## src/rtl/fp32_pkg.sv

```systemverilog
// Shared FP32 definitions: field widths, canonical NaN, unpacked operand view.
// Used by the multiplier and the adder in the PE multiply-accumulate path.
package fp32_pkg;

  localparam int EXP_W = 8;
  localparam int MAN_W = 23;
  localparam int BIAS  = 127;

  localparam logic [31:0] FP32_QNAN = 32'h7FC00000;

  typedef struct packed {
    logic             sign;
    logic [EXP_W-1:0] exp;
    logic [MAN_W-1:0] man;
    logic             is_zero;
    logic             is_inf;
    logic             is_nan;
  } fp32_unpacked_t;

  typedef enum logic [1:0] {
    SP_NONE,
    SP_NAN,
    SP_INF,
    SP_ZERO
  } fp32_special_e;

  // Subnormals are classified as zero (flush-to-zero on input).
  function automatic fp32_unpacked_t fp32_unpack(input logic [31:0] x);
    fp32_unpacked_t u;
    u.sign    = x[31];
    u.exp     = x[30:23];
    u.man     = x[22:0];
    u.is_zero = (u.exp == '0);
    u.is_inf  = (u.exp == '1) && (u.man == '0);
    u.is_nan  = (u.exp == '1) && (u.man != '0);
    return u;
  endfunction

endpackage

```

## src/rtl/fp32_round_pack.sv

```systemverilog
// Round-to-nearest-even, overflow/underflow saturation and packing of a
// normalized FP32 value. Purely combinational.
module fp32_round_pack
  import fp32_pkg::*;
(
  input  logic                    sign,
  input  logic signed [9:0]       exp,
  input  logic [MAN_W-1:0]        man,
  input  logic                    guard,
  input  logic                    sticky,
  output logic [31:0]             result
);

  logic               inc;
  logic [MAN_W:0]     man_sum;
  logic signed [10:0] exp_fin;

  always_comb begin
    inc     = guard & (sticky | man[0]);
    // A carry out of the mantissa leaves man_sum[MAN_W-1:0] at zero and bumps the exponent.
    man_sum = {1'b0, man} + {{MAN_W{1'b0}}, inc};
    exp_fin = $signed({exp[9], exp}) + $signed({10'b0, man_sum[MAN_W]});
    if (exp_fin >= 11'sd255) begin
      result = {sign, 8'hFF, 23'h0};
    end else if (exp_fin <= 11'sd0) begin
      result = {sign, 31'h0};
    end else begin
      result = {sign, exp_fin[7:0], man_sum[MAN_W-1:0]};
    end
  end

endmodule

```

## src/rtl/fp32_multiplier.sv

```systemverilog
// Two-stage pipelined FP32 multiplier (RNE, FTZ). A transfer happens on a rising
// edge when valid && ready on that side; in_ready is combinational from out_ready.
module fp32_multiplier
  import fp32_pkg::*;
(
  input  logic        clk,
  input  logic        rst_n,
  input  logic [31:0] a,
  input  logic [31:0] b,
  input  logic        in_valid,
  output logic        in_ready,
  output logic [31:0] result,
  output logic        out_valid,
  input  logic        out_ready
);

  fp32_unpacked_t    ua, ub;
  fp32_special_e     special_c;
  logic signed [9:0] exp_sum_c;
  logic [47:0]       prod_c;

  logic              s1_valid;
  logic              s1_sign;
  logic signed [9:0] s1_exp;
  logic [47:0]       s1_prod;
  fp32_special_e     s1_special;

  logic              s1_load, s2_load;
  logic [MAN_W-1:0]  norm_man;
  logic              norm_guard, norm_sticky;
  logic signed [9:0] norm_exp;
  logic [31:0]       rounded;
  logic [31:0]       s2_value;

  assign s2_load  = !out_valid || out_ready;
  assign s1_load  = !s1_valid || s2_load;
  assign in_ready = s1_load;

  always_comb begin
    ua        = fp32_unpack(a);
    ub        = fp32_unpack(b);
    exp_sum_c = $signed({2'b00, ua.exp}) + $signed({2'b00, ub.exp}) - 10'sd127;
    prod_c    = 48'({1'b1, ua.man}) * 48'({1'b1, ub.man});
    if (ua.is_nan || ub.is_nan || (ua.is_inf && ub.is_zero) || (ua.is_zero && ub.is_inf)) begin
      special_c = SP_NAN;
    end else if (ua.is_inf || ub.is_inf) begin
      special_c = SP_INF;
    end else if (ua.is_zero || ub.is_zero) begin
      special_c = SP_ZERO;
    end else begin
      special_c = SP_NONE;
    end
  end

  always_ff @(posedge clk or negedge rst_n) begin
    if (!rst_n) begin
      s1_valid   <= 1'b0;
      s1_sign    <= 1'b0;
      s1_exp     <= '0;
      s1_prod    <= '0;
      s1_special <= SP_NONE;
    end else if (s1_load) begin
      s1_valid <= in_valid;
      if (in_valid) begin
        s1_sign    <= ua.sign ^ ub.sign;
        s1_exp     <= exp_sum_c;
        s1_prod    <= prod_c;
        s1_special <= special_c;
      end
    end
  end

  // Product of two [1,2) significands lies in [1,4): at most one shift right.
  always_comb begin
    if (s1_prod[47]) begin
      norm_man    = s1_prod[46:24];
      norm_guard  = s1_prod[23];
      norm_sticky = |s1_prod[22:0];
      norm_exp    = s1_exp + 10'sd1;
    end else begin
      norm_man    = s1_prod[45:23];
      norm_guard  = s1_prod[22];
      norm_sticky = |s1_prod[21:0];
      norm_exp    = s1_exp;
    end
  end

  fp32_round_pack u_round_pack (
    .sign   (s1_sign),
    .exp    (norm_exp),
    .man    (norm_man),
    .guard  (norm_guard),
    .sticky (norm_sticky),
    .result (rounded)
  );

  always_comb begin
    case (s1_special)
      SP_NAN:  s2_value = FP32_QNAN;
      SP_INF:  s2_value = {s1_sign, 8'hFF, 23'h0};
      SP_ZERO: s2_value = {s1_sign, 31'h0};
      default: s2_value = rounded;
    endcase
  end

  always_ff @(posedge clk or negedge rst_n) begin
    if (!rst_n) begin
      out_valid <= 1'b0;
      result    <= 32'h0;
    end else if (s2_load) begin
      out_valid <= s1_valid;
      if (s1_valid) begin
        result <= s2_value;
      end
    end
  end

endmodule

```

## config.mk

```make
export PLATFORM = sky130hd
export DESIGN_NAME = fp32_multiplier
export DESIGN_NICKNAME = d
export VERILOG_FILES = /design/src/rtl/fp32_pkg.sv /design/src/rtl/fp32_round_pack.sv /design/src/rtl/fp32_multiplier.sv
export SDC_FILE = /design/constraint.sdc
export NUM_CORES = 2
export LEC_CHECK = 0
export BUFFER_PORTS_ARGS = -buffer_cell sky130_fd_sc_hd__buf_4
export CAP_MARGIN = 20
export CORE_UTILIZATION = 59
export DETAILED_ROUTE_END_ITERATION = 8
export GPL_TIMING_DRIVEN = 0
export HOLD_SLACK_MARGIN = 0.05
export PLACE_DENSITY_LB_ADDON = 0.15
export SYNTH_ARGS = -nofsm -noshare
export SYNTH_HDL_FRONTEND = slang
export SYNTH_SLANG_ARGS = --single-unit
```

## constraint.sdc

```tcl
create_clock -name clk -period 4.1 [get_ports clk]
set_clock_uncertainty 0.2 [all_clocks]
set_input_delay 0.41 -clock clk [delete_from_list [all_inputs] [get_ports clk]]
set_output_delay 0.41 -clock clk [all_outputs]
set_load 0.005 [all_outputs]
```

==> run summary <==
run status: finished, violations left
failing checks: negative setup slack
Synth Flop Type: dfrtp_1
reg2reg end: result[1]
synth warn: 0
slowest stage cell, crit path: fa_2
Worst Reg-to-Reg Cells: 16
cell count after synthesis: 2,799
most common cell after layout, fill and taps aside: inv_1
Avg WL per Cell: 24.4 um
Post-synth EDFFs: 0
core area: 40,900 sq um
Reg area: 2380 sq um
Slew Viols, Final: 0
met1 Usage GRT: 0.520
Worst path max stage delay: 600 ps
DRT Pass-1 Iters: 7
Final setup viols: 40
Crit Path Class: input port to register
Yosys top cell by area: fa_1
most frequent cells in the layout: 526 x inv_1, 437 x fa_1, 351 x nand2_1
Post-Route Setup TNS: -87,480 ps
Max Cap Viol: 0
Critical Path RT: 4190 ps
clk slew on worst S/H paths: 80 ps
area of the multi-input gates: 20,800 sq um
Max-Slew Margin vs Limit: 0.297
clk sinks: 95
CTS root buffer: clkbuf_16
total CTS buffers: 9
gr busiest metal: met2
Filler Cell Count: 2,846
top cell type's share of synthesized area: 0.393
Detail Route Antenna Nets: 0
flops & latches, synth: 95
Max Freq: 0.146 GHz
layout cell share with drive strength beyond 1: 0.232
syn nets: 3,546
Crit path depth: 27
setup ws final: -2760 ps
syn avg cell area: 8.79 sq um
antenna violations before repair: 1
worst r2r src: s1_prod[47]
Starting DRT DRC Count: 1,945
Final nets: 3,820
Initial Util: 0.601
synth top area cells: fa_1 39%, ha_1 10%, dfrtp_1 9.7%
ys async rst share: 1.00
Via density: 5.96
CP top delay family: adder cells
hold_sp: in_valid
hold path endpoint: s1_valid
GPL Wtd Cong: 1.01
area grow syn2layout: 26.5%
met3 GRT Util: 0.121
reg2reg setup slack: 140 ps
Netlist Area Pre-Place: 24,600 sq um
endpoint type of the worst setup path: register
critical path arrival: 6940 ps
HP Class: input port to register
maximum clock path buffer count: 2
worst-path maximum fanout: 7
WL final: 88.1 mm
Final HPWL DP: 66.4 mm
final worst-path cycle share: 1.67
Distinct cells, synth: 75
CTS tree: yes
Slew @ Worst Pin: 1050 ps
Hold Vio Cnt, Final: 0
unrepaired setup endpoints after global routing: yes
CP startpoint kind: input port
H-tree depth: 3
post-route minimum period: 6860 ps
die height: 206 um
largest net degree at the start of global routing: 59
vias: 21,500
IO Count: 102
DRC violations left: 0
Clk Latency, worst-skew pair: 350 ps
Die X: 206 um
met2 usage: 0.650
wire length of the first global-routing pass: 128 mm
Cell Rows: 74
post-synthesis sequential area ratio: 0.0967
all-layer global routing usage: 0.413
WHS Path Cells: 2
grt ovf: 0
WP buf/inv: 10
vias in the first global route: 21,800
count of buffers from port buffering: 100
full die area: 42,500 sq um
registers in the layout (all words and copies together), names as in the netlist:
| name | count |
|---|---|
| s1_exp | 10 |
| out_valid | 1 |
| s1_prod | 48 |
| result | 32 |
| s1_valid | 1 |
| s1_special | 2 |
| s1_sign | 1 |
how the worst max path moves through the flow:
stage / endpoint / start
after floorplan: s1_prod[38] / a[8]
after CTS: s1_prod[47] / a[8]
after detailed placement: s1_prod[47] / a[11]
after global routing: s1_prod[41] / a[7]
after global placement: s1_prod[47] / a[11]
final: s1_prod[41] / a[7]
area by class of cell:
type	instances	area share
Multi-Input combinational cell	1962	0.669
Timing Repair Buffer	272	0.0848
Sequential cell	95	0.0764
Inverter	600	0.0746
Buffer	133	0.0637
Tap cell	532	0.0214
Clock buffer	11	0.00812
Clock inverter	5	0.00209
Antenna cell	2	0.000161
kinds of logic after synthesis:
kind of cell	share of synthesized area
DFF	0.0967
buffers and inverters	0.116
adders and majority gates	0.493
AOI/OAI and AO/OA	0.0831
muxes	0.00707
xor gates and xnor gates	0.0281
and+or+nand+nor	0.176
layer usage:
| layer | wire length (um) | part of all wire |
|---|---|---|
| met4 | 5430 | 0.062 |
| met5 | 125 | 0.0014 |
| met1 | 32600 | 0.37 |
| met3 | 10100 | 0.11 |
| met2 | 39900 | 0.45 |
metrics by stage:
stage	worst slack [ps]	cell area (sq um)	hold slack (ps)	utilization	instances
after detailed placement	-4030	26700	210	0.651	3432
final	-2760	31100	78.7	0.760	3612
after floorplan	-2400	25200	-85.6	-	2799
after CTS	-2650	29600	78.0	0.724	3534
after global routing	-2920	31100	76.3	0.760	3610
after global placement	-4010	26600	254	0.651	3431
synthesized netlist by cell type (all sizes together) (18+ instances only):
cell type	n
a21o	26
nand3	33
nand4	28
nand2	372
fa	483
nor4	18
a21oi	72
ha	196
and2	260
xor2	34
dfrtp	95
a22o	22
inv	596
clkbuf	126
o21ai	79
nor2	98
xnor2	45
timing repair:
action | in CTS | in global routing
hold buffers | 1 | 0
setup buffers | 90 | 78
pin swaps | 95 | 131
resized for setup | 411 | 268
cloned | 1 | 3
endpoints found under the hold margin | 37 | 0
endpoints found under the setup margin | 73 | 72
Power is left out: the tool's default activity adds up to more than one toggle a clock period on the data nets, which glitch-free logic cannot reach.
